**config.mk**
```make
export PLATFORM = sky130hd
export DESIGN_NAME = target_gen_lfsr_flat
export DESIGN_NICKNAME = d
export VERILOG_FILES = /design/src/rtl/target_gen_lfsr_if.sv /design/src/rtl/target_gen_lfsr.sv /design/src/flat_wrapper.sv
export SDC_FILE = /design/constraint.sdc
export NUM_CORES = 1
export LEC_CHECK = 0
export ABC_AREA = 1
export BUFFER_PORTS_ARGS = -buffer_cell sky130_fd_sc_hd__buf_2
export CORE_UTILIZATION = 47
export DETAILED_ROUTE_END_ITERATION = 12
export PLACE_DENSITY = 0.71
export SYNTH_ARGS = -nofsm -noshare
export SYNTH_HDL_FRONTEND = slang
export SYNTH_SLANG_ARGS = --single-unit
```
**constraint.sdc**
```tcl
create_clock -name clock -period 8.2 [get_ports clock]
set_input_delay 2.46 -clock clock [delete_from_list [all_inputs] [get_ports clock]]
set_output_delay 2.46 -clock clock [all_outputs]
set_load 0.02 [all_outputs]
```
**src/rtl/target_gen_lfsr_if.sv**
```systemverilog
// Valid/ready target stream from the generator to the note scheduler.
interface target_gen_lfsr_if #(
  parameter int unsigned TW = 4
) ();
  logic          target_valid;
  logic          target_ready;
  logic [TW-1:0] target;
  logic [2:0]    target_len;

  modport master (
    output target_valid,
    output target,
    output target_len,
    input  target_ready
  );

  modport slave (
    input  target_valid,
    input  target,
    input  target_len,
    output target_ready
  );
endinterface

```
**src/rtl/target_gen_lfsr.sv**
```systemverilog
// Pseudo-random target generator: tick divider paces a Galois LFSR whose next
// state is mapped to a target lane and note length, held in a one-entry buffer.
module target_gen_lfsr #(
  parameter int unsigned       WIDTH       = 32,
  parameter logic [WIDTH-1:0]  TAPS        = 32'h80200003,
  parameter logic [WIDTH-1:0]  SEED        = 32'h00000001,
  parameter int unsigned       TICK_DIV    = 25000000,
  parameter int unsigned       NUM_TARGETS = 10,
  parameter int unsigned       TW          = (NUM_TARGETS > 1) ? $clog2(NUM_TARGETS) : 1
) (
  input  logic                clock,
  input  logic                resetn,
  input  logic                enable,
  input  logic                seed_load,
  input  logic [WIDTH-1:0]    seed,
  input  logic                no_repeat,
  target_gen_lfsr_if.master   tgt,
  output logic                tick,
  output logic [WIDTH-1:0]    lfsr_state,
  output logic [7:0]          drop_count
);

  localparam int unsigned CW = $clog2(TICK_DIV);
  localparam logic [31:0] NT = 32'(NUM_TARGETS);

  logic [CW-1:0]    count_q;
  logic [WIDTH-1:0] lfsr_q;
  logic [WIDTH-1:0] lfsr_next;
  logic             valid_q;
  logic [TW-1:0]    target_q;
  logic [2:0]       len_q;
  logic [7:0]       drop_q;
  logic [TW-1:0]    last_q;
  logic             have_last_q;
  logic [TW-1:0]    raw;
  logic [TW-1:0]    pick;
  logic [2:0]       len_new;

  assign tick = enable && (count_q == CW'(TICK_DIV - 1)) && !seed_load;

  // Galois step plus mapping of the stepped value to lane and length.
  always_comb begin
    lfsr_next = lfsr_q[0] ? ((lfsr_q >> 1) ^ TAPS) : (lfsr_q >> 1);
    // Top 16 bits scaled into [0, NUM_TARGETS); the product always fits 32 bits.
    raw       = TW'((32'(lfsr_next[WIDTH-1 -: 16]) * NT) >> 16);
    len_new   = {1'b0, lfsr_next[1:0]} + 3'd1;
    pick      = raw;
    if (no_repeat && have_last_q && (raw == last_q)) begin
      // With a single lane this wraps back to 0, so the rule is a no-op.
      pick = (raw == TW'(NUM_TARGETS - 1)) ? '0 : raw + TW'(1);
    end
  end

  // Counter, LFSR, output buffer and drop counter.
  always_ff @(posedge clock or negedge resetn) begin
    if (!resetn) begin
      count_q     <= '0;
      lfsr_q      <= SEED;
      valid_q     <= 1'b0;
      target_q    <= '0;
      len_q       <= 3'd1;
      drop_q      <= '0;
      last_q      <= '0;
      have_last_q <= 1'b0;
    end else begin
      // A transfer empties the buffer unless a tick refills it below.
      if (valid_q && tgt.target_ready) valid_q <= 1'b0;

      if (seed_load) begin
        lfsr_q      <= (seed == '0) ? WIDTH'(1) : seed;
        count_q     <= '0;
        have_last_q <= 1'b0;
      end else if (tick) begin
        count_q <= '0;
        lfsr_q  <= lfsr_next;
        if (!valid_q || tgt.target_ready) begin
          valid_q     <= 1'b1;
          target_q    <= pick;
          len_q       <= len_new;
          last_q      <= pick;
          have_last_q <= 1'b1;
        end else if (drop_q != 8'hFF) begin
          drop_q <= drop_q + 8'd1;
        end
      end else if (enable) begin
        count_q <= count_q + CW'(1);
      end
    end
  end

  assign tgt.target_valid = valid_q;
  assign tgt.target       = target_q;
  assign tgt.target_len   = len_q;
  assign lfsr_state       = lfsr_q;
  assign drop_count       = drop_q;

endmodule
```
**src/flat_wrapper.sv**
```systemverilog
// flat-port wrapper written by rule: the top's interface ports become plain ports
module target_gen_lfsr_flat 
#(
  parameter int unsigned       WIDTH       = 32,
  parameter logic [WIDTH-1:0]  TAPS        = 32'h80200003,
  parameter logic [WIDTH-1:0]  SEED        = 32'h00000001,
  parameter int unsigned       TICK_DIV    = 25000000,
  parameter int unsigned       NUM_TARGETS = 10,
  parameter int unsigned       TW          = (NUM_TARGETS > 1) ? $clog2(NUM_TARGETS) : 1
)
  (clock, resetn, enable, seed_load, seed, no_repeat, tick, lfsr_state, drop_count, tgt_target_valid, tgt_target, tgt_target_len, tgt_target_ready);
  target_gen_lfsr_if #(.TW(TW)) tgt_i ();
  input  logic clock;
  input  logic resetn;
  input  logic enable;
  input  logic seed_load;
  input  logic [WIDTH-1:0] seed;
  input  logic no_repeat;
  output logic tick;
  output logic [WIDTH-1:0] lfsr_state;
  output logic [7:0] drop_count;
  output wire logic [$bits(tgt_i.target_valid)-1:0] tgt_target_valid;
  output wire logic [$bits(tgt_i.target)-1:0] tgt_target;
  output wire logic [$bits(tgt_i.target_len)-1:0] tgt_target_len;
  input wire logic [$bits(tgt_i.target_ready)-1:0] tgt_target_ready;
  assign tgt_target_valid = tgt_i.target_valid;
  assign tgt_target = tgt_i.target;
  assign tgt_target_len = tgt_i.target_len;
  assign tgt_i.target_ready = tgt_target_ready;
  target_gen_lfsr #(.WIDTH(WIDTH), .TAPS(TAPS), .SEED(SEED), .TICK_DIV(TICK_DIV), .NUM_TARGETS(NUM_TARGETS), .TW(TW)) u_core (.clock(clock), .resetn(resetn), .enable(enable), .seed_load(seed_load), .seed(seed), .no_repeat(no_repeat), .tgt(tgt_i), .tick(tick), .lfsr_state(lfsr_state), .drop_count(drop_count));
endmodule
```
==> out/results.tsv, run 1 <==
metric	value	unit
TritonCTS Sinks	74	
DR vias	4555	
fin nets	777	
DPL Wire Length	8.96	mm
Die W	102	um
Crit Reg-Reg Endpoint	u_core.last_q[2]	
Die H	102	um
initial antenna violation count	0	
Power Density	172	nW/um^2
nature of the critical path endpoint	primary output	
DR WL/cell	14.0	um
Synth Register Bits	74	
data arrival time of the critical path	3.71	ns
GP Congestion	0.909	
Fin Setup TNS	0	ns
Max Used Layer	met4	
critical setup path kind	input pin to primary output	
share of layout cells above drive strength 1	15.5	%
headroom to the max-slew limit	26.1	%
period utilization	75.3	%
Hold Vio Cnt, Final	0	
post-cts sizing count	0	
CTS tree	done	
Hold WC Path Type	register to register	
clk_lat worst skew	0.36	ns
startpoint types	input pin	
area of the die	10400	um^2
DRT Pass-1 Iters	4	
antenna viol nets, final	0	
Synth top area share	38.4	%
status	completed	
H-tree levels	3	
unrepaired setup endpoints after global routing	no	
WHS Endpoint	u_core.tgt.target_len[1]	
routed wl met2	5.86	mm
clock tree buffer depth	2	
most frequent cells in the layout	nand2_1 (186), inv_1 (100), buf_2 (85), dfrtp_1 (72), nor2_1 (48)	
FF-to-FF setup slack	4.98	ns
grt ovf	0	
Crit path required time	5.74	ns
Critical R2R Launch	u_core.lfsr_state[0]	
wl on met1	5.24	mm
max-slew violation count	0	
core area	9730	um^2
Post-Syn Nets	692	
TritonCTS Buffers	9	
Peak VDD IR	0.0000984	V
Post-Route Skew	0.0112	ns
Clock Pin Slew Worst Setup and Hold Paths	0.07	ns
Max Freq	0.162	GHz
Warnings, synthesis	0	
Top Ports	87	
Post-route DRC	0	
most area-hungry cell type in the Yosys netlist	dfrtp_1	
worst slew pin tran	1.11	ns
Setup Fix Bufs, Post-CTS	0	
hold_ws	0.483	ns
number of synthesized flops with an enable pin	0	
hold buffers post-CTS	0	
# port buffers	86	
ANT cells	0	
Leakage	2.85	nW
CTS root buf	clkbuf_8	
Post-Syn Instances	625	
wire length on met3	405	um
Area contributors post-synth	dfrtp_1 (38%), nand2_1 (15%), inv_1 (8.0%)	
Unique masters post-synth	36	
Final setup viols	0	
Tmin final	6.17	ns
DR iter-0 viols	206	
synthesized area	4700	um^2
first-pass GRT wire length	19.5	mm
commonest non-fill, non-tap cell in the layout	nand2_1	
vias in the first global route	4365	
beginning of the critical path	enable	
top_reg_cell synth	dfrtp_1	
area grow syn2layout	16.4	%
syn avg cell area	7.51	um^2
worst-case reg-to-reg path depth	19	
GRT Total Usage	24.1	%
FFs w/ async S/R, synth	100	%
sequential share of the synthesized area	39.5	%
hold path depth	2	
via-per-instance ratio	5.37	
Max Fanout on Critical Path	5	
initial core utilization	48.3	%
HP Start	u_core.tgt.target_len[1]	
Rows	36	
number of max-cap violations	0	
final wirelength	11.9	mm
largest net degree at the start of global routing	75	
synthesized netlist by cell type, types with 2 or more instances:
cell type,instances
nand3_1,23
a21oi_1,23
nor2_1,48
clkbuf_1,8
a221oi_1,2
nor2_2,2
nor3_1,18
dfrtp_1,72
o211ai_1,5
nand3b_1,3
o221ai_1,27
o21ai_0,13
o21a_1,2
inv_1,100
o22ai_1,2
xnor2_1,5
nor3b_1,2
dfstp_2,2
nand2_1,186
ha_1,29
nand4_1,16
buf_2,5
nor4_1,13
xor2_1,7
metrics by stage:
| step | util (%) | worst slack [ns] | cells | instance area [um^2] | power [mW] |
|---|---|---|---|---|---|
| after floorplan | - | 2.33 | 625 | 4700 | 0.557 |
| after global placement | 53.9 | 2.11 | 832 | 5250 | 0.625 |
| after detailed placement | 53.9 | 2.08 | 832 | 5250 | 0.630 |
| after CTS | 56.2 | 2.06 | 848 | 5470 | 0.944 |
| after global routing | 56.2 | 1.78 | 848 | 5470 | 0.996 |
| final | 56.2 | 2.03 | 848 | 5470 | 0.941 |
routing by layer:
metal	track usage, %	vias to the layer above
li1	-	2260
met1	29.5	2158
met2	41.6	106
met3	3.69	31
met4	11.8	0
met5	0	-
state kept, by name, summed over array words and instances (netlist names):
register                 count
u_core.lfsr_state           32
u_core.have_last_q           1
u_core.drop_count            8
u_core.tgt.target_len        3
u_core.last_q                4
u_core.count_q              25
u_core.tgt.target_valid      1
critical path: stages:
cell and delay [ns]:
buf_2 0.13, nand2_1 0.06, nor3_1 0.14, nand4_1 0.18, nor4_1 0.22, nand4_1 0.11
nor2_1 0.20, buf_2 0.22
logic make-up after synthesis:
logic type / after synthesis / synth area share, %
AOI/OAI and AO/OA: 80 / 11.6
and+or+nand+nor: 314 / 28.9
adders and majority gates: 29 / 7.73
DFF: 74 / 39.5
muxes: 1 / 0.240
buffers and inverters: 114 / 9.25
xor gates and xnor gates: 13 / 2.72
layout make-up:
class / count / area, um^2
timing repair buffer: 87 / 440
clock buffer: 9 / 124
inverter: 101 / 379
tap: 133 / 166
sequential: 74 / 1850
fill: 931 / 4260
clock inverter: 7 / 93.8
multi-input combinational: 437 / 2410
where the power goes:
group	leakage (nW)	switching, mW	internal (mW)
registers	0.968	0.0195	0.383
clock network	0.105	0.144	0.171
logic	1.77	0.145	0.0788
how the worst max path moves through the flow:
stage	to	slack, ns
final	tick	2.03
after global routing	tick	1.78
after CTS	tick	2.06
after detailed placement	tick	2.08
after global placement	tick	2.11
after floorplan	tick	2.33
Note: power is estimated with default switching activity, not from simulation.
==> inputs of run 2 (changes only) <==
Clock period 8.2 ns to 5.7 ns, I/O delays scaled along.
==> run 2 against run 1 <==
Effect of this change:
- cell count up 0.24%
- clock skew hardly changed
- sequential power rose by 44%
- critical endpoint unchanged
- sequential share of layout area decreased by 0.23 points
- via count rose by 0.18%
- largest cell class unchanged
- die area is the same
==> out/results.tsv, run 2 (synthesized netlist as in run 1, its figures left out) <==
metric	value	unit	change
share of layout cells above drive strength 1	15.8	%	+0.24 points
Post-Route Skew	0.0116	ns	+0.000354 ns
clk_lat worst skew	0.34	ns	-0.02 ns
Post-route DRC	0		unchanged
worst slew pin tran	1.10	ns	-0.00307 ns
Crit path required time	3.99	ns	-1.75 ns
fin worst setup slack	1.05	ns	-0.983 ns
Die W	102	um	unchanged
Leakage	2.87	nW	+0.84%
TritonCTS Buffers	9		unchanged
hold path depth	2		unchanged
headroom to the max-slew limit	26.3	%	+0.21 points
hold_ws	0.481	ns	-0.00212 ns
Max Freq	0.215	GHz	
period utilization	81.6	%	
WHS Endpoint	u_core.tgt.target_len[1]		
startpoint types	input pin		
DR vias	4563		+0.18%
DRT Pass-1 Iters	4		unchanged
core area	9730	um^2	unchanged
DR WL/cell	13.9	um	-0.93%
FF-to-FF setup slack	2.52	ns	-2.46 ns
Setup Fix Bufs, Post-CTS	0		unchanged
DP Worst Slack	1.04	ns	-1.03 ns
Crit Reg-Reg Endpoint	u_core.last_q[2]		
worst-case reg-to-reg path depth	19		unchanged
fillcell total	952		+2.3%
switching share of power	31.3	%	-1.5 points
nature of the critical path endpoint	primary output		
fin nets	779		+0.26%
initial core utilization	48.3	%	unchanged
antenna viol nets, final	0		unchanged
Int Power	956	uW	+51%
Hold Vio Cnt, Final	0		unchanged
final wirelength	11.8	mm	-0.70%
number of max-cap violations	0		unchanged
area grow syn2layout	17.2	%	
Clock power frac	35.3	%	+1.9 points
CTS root buf	clkbuf_8		
Top Ports	87		unchanged
Die H	102	um	unchanged
grt ovf	0		unchanged
clock tree buffer depth	2		unchanged
largest net degree at the start of global routing	75		unchanged
Final setup viols	0		unchanged
vias in the first global route	4326		-0.89%
Rows	36		unchanged
# port buffers	86		unchanged
Fin Setup TNS	0	ns	unchanged
max-slew violation count	0		unchanged
area of the die	10400	um^2	unchanged
Comb pwr share	23.0	%	-0.8 points
Hold WC Path Type	register to register		
initial antenna violation count	0		unchanged
Max Fanout on Critical Path	5		unchanged
most frequent cells in the layout	nand2_1 (186), inv_1 (100), buf_2 (85), dfrtp_1 (72), nor2_1 (48)		
commonest non-fill, non-tap cell in the layout	nand2_1		
critical setup path kind	input pin to primary output		
status	completed		
sequential share of power	41.7	%	-1.1 points
HP Start	u_core.tgt.target_len[1]		
Peak VDD IR	0.000121	V	+23%
max FFs per register	32		unchanged
ANT cells	0		unchanged
GRT Total Usage	23.8	%	-0.32 points
data arrival time of the critical path	2.94	ns	-0.77 ns
first-pass GRT wire length	19.4	mm	-0.39%
hold buffers post-CTS	0		unchanged
Critical R2R Launch	u_core.lfsr_state[0]		
unrepaired setup endpoints after global routing	no		
H-tree levels	3		unchanged
TritonCTS Sinks	74		unchanged
Clock Pin Slew Worst Setup and Hold Paths	0.07	ns	about the same
DR iter-0 viols	240		+17%
post-cts sizing count	0		unchanged
CTS tree	done		
DPL Wire Length	9.05	mm	+0.95%
via-per-instance ratio	5.37		about the same
Power Density	253	nW/um^2	+47%
Tmin final	4.65	ns	
switching power total	435	uW	+41%
Util after Layout	56.6	%	+0.39 points
GP Congestion	0.923		+1.6%
Tot Pwr	1.39	mW	+48%
==> run 2: worst max path at each step <==
stage | from | end | slack (ns)
4_1_cts | enable | tick | 1.04
6_report | enable | tick | 1.05
2_1_floorplan | enable | tick | 1.33
3_5_place_dp | enable | tick | 1.04
3_3_place_gp | enable | tick | 1.09
5_1_grt | enable | tick | 0.90
==> run 2: power by group through the flow <==
stage | registers (mW) | logic [mW] | clock network (mW)
2_1_floorplan | 0.607 | 0.194 | 0
3_3_place_gp | 0.588 | 0.309 | 0
3_5_place_dp | 0.589 | 0.319 | 0
4_1_cts | 0.579 | 0.321 | 0.498
5_1_grt | 0.583 | 0.365 | 0.521
6_report | 0.580 | 0.320 | 0.491
==> run 2: through the flow <==
| stage | instances | area [um^2] |
|---|---|---|
| 2_1_floorplan | 625 | 4700 |
| 3_3_place_gp | 834 | 5260 |
| 3_5_place_dp | 834 | 5260 |
| 4_1_cts | 850 | 5500 |
| 5_1_grt | 850 | 5500 |
| 6_report | 850 | 5500 |
==> run 2: layout make-up <==
type,instances,area [um^2],area share [%]
multi-input cells,437,2410,43.7
clock buffers,9,124,2.25
flip-flops and latches,74,1850,33.7
inverters,101,379,6.89
repair buffers,89,455,8.28
well taps,133,166,3.02
clock inverters,7,116,2.11
==> run 2: worst max-delay path, stage by stage <==
cell	delay (ns)
buf_2	0.14
nand2_1	0.06
nor3_1	0.13
nand4_1	0.18
nor4_1	0.22
nand4_1	0.12
nor2_1	0.18
buf_2	0.20
==> run 2: per-layer routing <==
metal	global-route usage (%)	share of wire (%)
met3	4.04	3.7
met5	0	0
met2	40.6	50
met4	8.35	2.1
met1	30.5	44
==> inputs of run 3 (changes only) <==
Settings changed: PLACE_DENSITY 0.71 to 0.74.
Clock period 5.7 ns to 4.24 ns, I/O delays scaled along.
==> run 3 against run 2 <==
Effect of this change:
- clock power grew 14%
- hold slack lost 0.0056 ns
- first-iteration DRC count shrank 44%
- cell area shrank 0.41%
- sequential power grew 34%
- critical path type unchanged
- largest power group unchanged
- highest routed layer unchanged
==> out/results.tsv, run 3 (synthesized netlist as in run 1, its figures left out) <==
metric	value	unit	change
status	completed		
switching power total	571	uW	+31%
antenna viol nets, final	0		unchanged
Crit Reg-Reg Endpoint	u_core.last_q[2]		
DP Worst Slack	0.461	ns	-0.581 ns
worst-case reg-to-reg path depth	19		unchanged
GP Congestion	0.946		+2.4%
share of layout cells above drive strength 1	15.7	%	-0.066 points
vias in the first global route	4344		+0.42%
DRT Pass-1 Iters	5		+1
fillcell total	930		-2.3%
area of the die	10400	um^2	unchanged
WHS Endpoint	u_core.tgt.target_len[1]		
Clock power frac	31.7	%	-3.6 points
clock tree buffer depth	2		unchanged
ANT cells	0		unchanged
Die H	102	um	unchanged
final wirelength	11.8	mm	about the same
Tmin final	3.81	ns	
clk_lat worst skew	0.35	ns	about the same
startpoint types	input pin		
commonest non-fill, non-tap cell in the layout	nand2_1		
Fin Setup TNS	0	ns	unchanged
data arrival time of the critical path	2.54	ns	-0.40 ns
DR iter-0 viols	135		-44%
headroom to the max-slew limit	37.0	%	+11 points
DR vias	4553		-0.22%
sequential share of power	44.0	%	+2.3 points
Int Power	1.20	mW	+25%
max-slew violation count	0		unchanged
FF-to-FF setup slack	1.13	ns	-1.39 ns
Rows	36		unchanged
post-cts sizing count	0		unchanged
H-tree levels	3		unchanged
critical setup path kind	input pin to primary output		
HP Start	u_core.tgt.target_len[1]		
initial core utilization	48.3	%	unchanged
initial antenna violation count	0		unchanged
core area	9730	um^2	unchanged
Seq. cell area	1850	um^2	unchanged
Setup Fix Bufs, Post-CTS	0		unchanged
hold buffers post-CTS	0		unchanged
max FFs per register	32		unchanged
number of max-cap violations	0		unchanged
Critical R2R Launch	u_core.lfsr_state[0]		
CTS tree	done		
switching share of power	32.3	%	+1.0 points
Max Freq	0.262	GHz	
Final setup viols	0		unchanged
CTS root buf	clkbuf_8		
Power Density	323	nW/um^2	+28%
DR WL/cell	13.8	um	-0.29%
hold path depth	2		unchanged
# port buffers	86		unchanged
period utilization	89.9	%	
most frequent cells in the layout	nand2_1 (186), inv_1 (100), buf_2 (86), dfrtp_1 (72), nor2_1 (48)		
Comb pwr share	24.3	%	+1.3 points
DPL Wire Length	8.98	mm	-0.72%
GRT Total Usage	23.8	%	about the same
first-pass GRT wire length	19.4	mm	-0.32%
Die W	102	um	unchanged
fin nets	782		+0.39%
Post-Route Skew	0.00674	ns	-0.00483 ns
Top Ports	87		unchanged
Hold Vio Cnt, Final	0		unchanged
fin worst setup slack	0.428	ns	-0.618 ns
unrepaired setup endpoints after global routing	no		
via-per-instance ratio	5.34		-0.57%
TritonCTS Buffers	9		unchanged
largest net degree at the start of global routing	75		unchanged
Clock Pin Slew Worst Setup and Hold Paths	0.07	ns	about the same
Leakage	2.86	nW	-0.21%
area of the multi-input gates	2410	um^2	unchanged
Hold WC Path Type	register to register		
Post-route DRC	0		unchanged
worst slew pin tran	0.945	ns	-0.157 ns
Crit path required time	2.97	ns	-1.02 ns
Peak VDD IR	0.000153	V	+26%
TritonCTS Sinks	74		unchanged
grt ovf	0		unchanged
area grow syn2layout	16.7	%	
nature of the critical path endpoint	primary output		
Max Fanout on Critical Path	5		unchanged
[run 3: changes by cell type in the layout (fill, tap and decap cells not counted), sizes merged]
cell      previous run  this run
buf                 89        92
bufinv               3         1
clkinvlp             1         0
clkinv               3         2
inv                101       100
clkbuf               9        14
[run 3: area by class of cell]
cell class              count  area share (%)
clock buffers              14            2.97
clock inverters             2           0.639
inverters                 101            6.92
multi-input cells         437            43.9
flip-flops and latches     74            33.8
well taps                 133            3.04
repair buffers             92            8.68
[run 3: worst max path at each step]
| stage | from | endpoint | slack (ns) | cells past startpoint |
|---|---|---|---|---|
| finish | enable | tick | 0.43 | 8 |
| global route | enable | tick | 0.30 | 8 |
| CTS | enable | tick | 0.45 | 8 |
| detailed placement | enable | tick | 0.46 | 8 |
| global placement | enable | tick | 0.50 | 8 |
| floorplan | enable | tick | 0.75 | 6 |
[run 3: power by group through the flow]
stage	clock network, mW	logic (mW)	registers [mW]
final	0.561	0.429	0.779
after global routing	0.593	0.490	0.784
after CTS	0.565	0.430	0.778
after detailed placement	0	0.427	0.792
after global placement	0	0.412	0.790
after floorplan	0	0.261	0.816
[run 3: metal layers]
metal | global-route usage (%) | routed length, um | up-vias
li1 | - | - | 2253
met1 | 29.3 | 5190 | 2168
met2 | 41.6 | 5850 | 102
met3 | 3.08 | 430 | 30
met4 | 10.8 | 307 | 0
met5 | 0 | 0 | -
[run 3: per-stage QoR]
stage	util [%]	hold slack, ns	power [mW]	instances	instance area, um^2
global route	56.3	0.526	1.87	853	5480
global placement	54.3	0.457	1.20	837	5280
detailed placement	54.3	0.464	1.22	837	5280
finish	56.3	0.475	1.77	853	5480
CTS	56.3	0.481	1.77	853	5480
floorplan	-	0.450	1.08	625	4700
[run 3: worst max-delay path, stage by stage]
cell	delay, ns
buf_2	0.13
nand2_1	0.06
nor3_1	0.14
nand4_1	0.19
nor4_1	0.20
nand4_1	0.11
nor2_1	0.22
buf_2	0.22
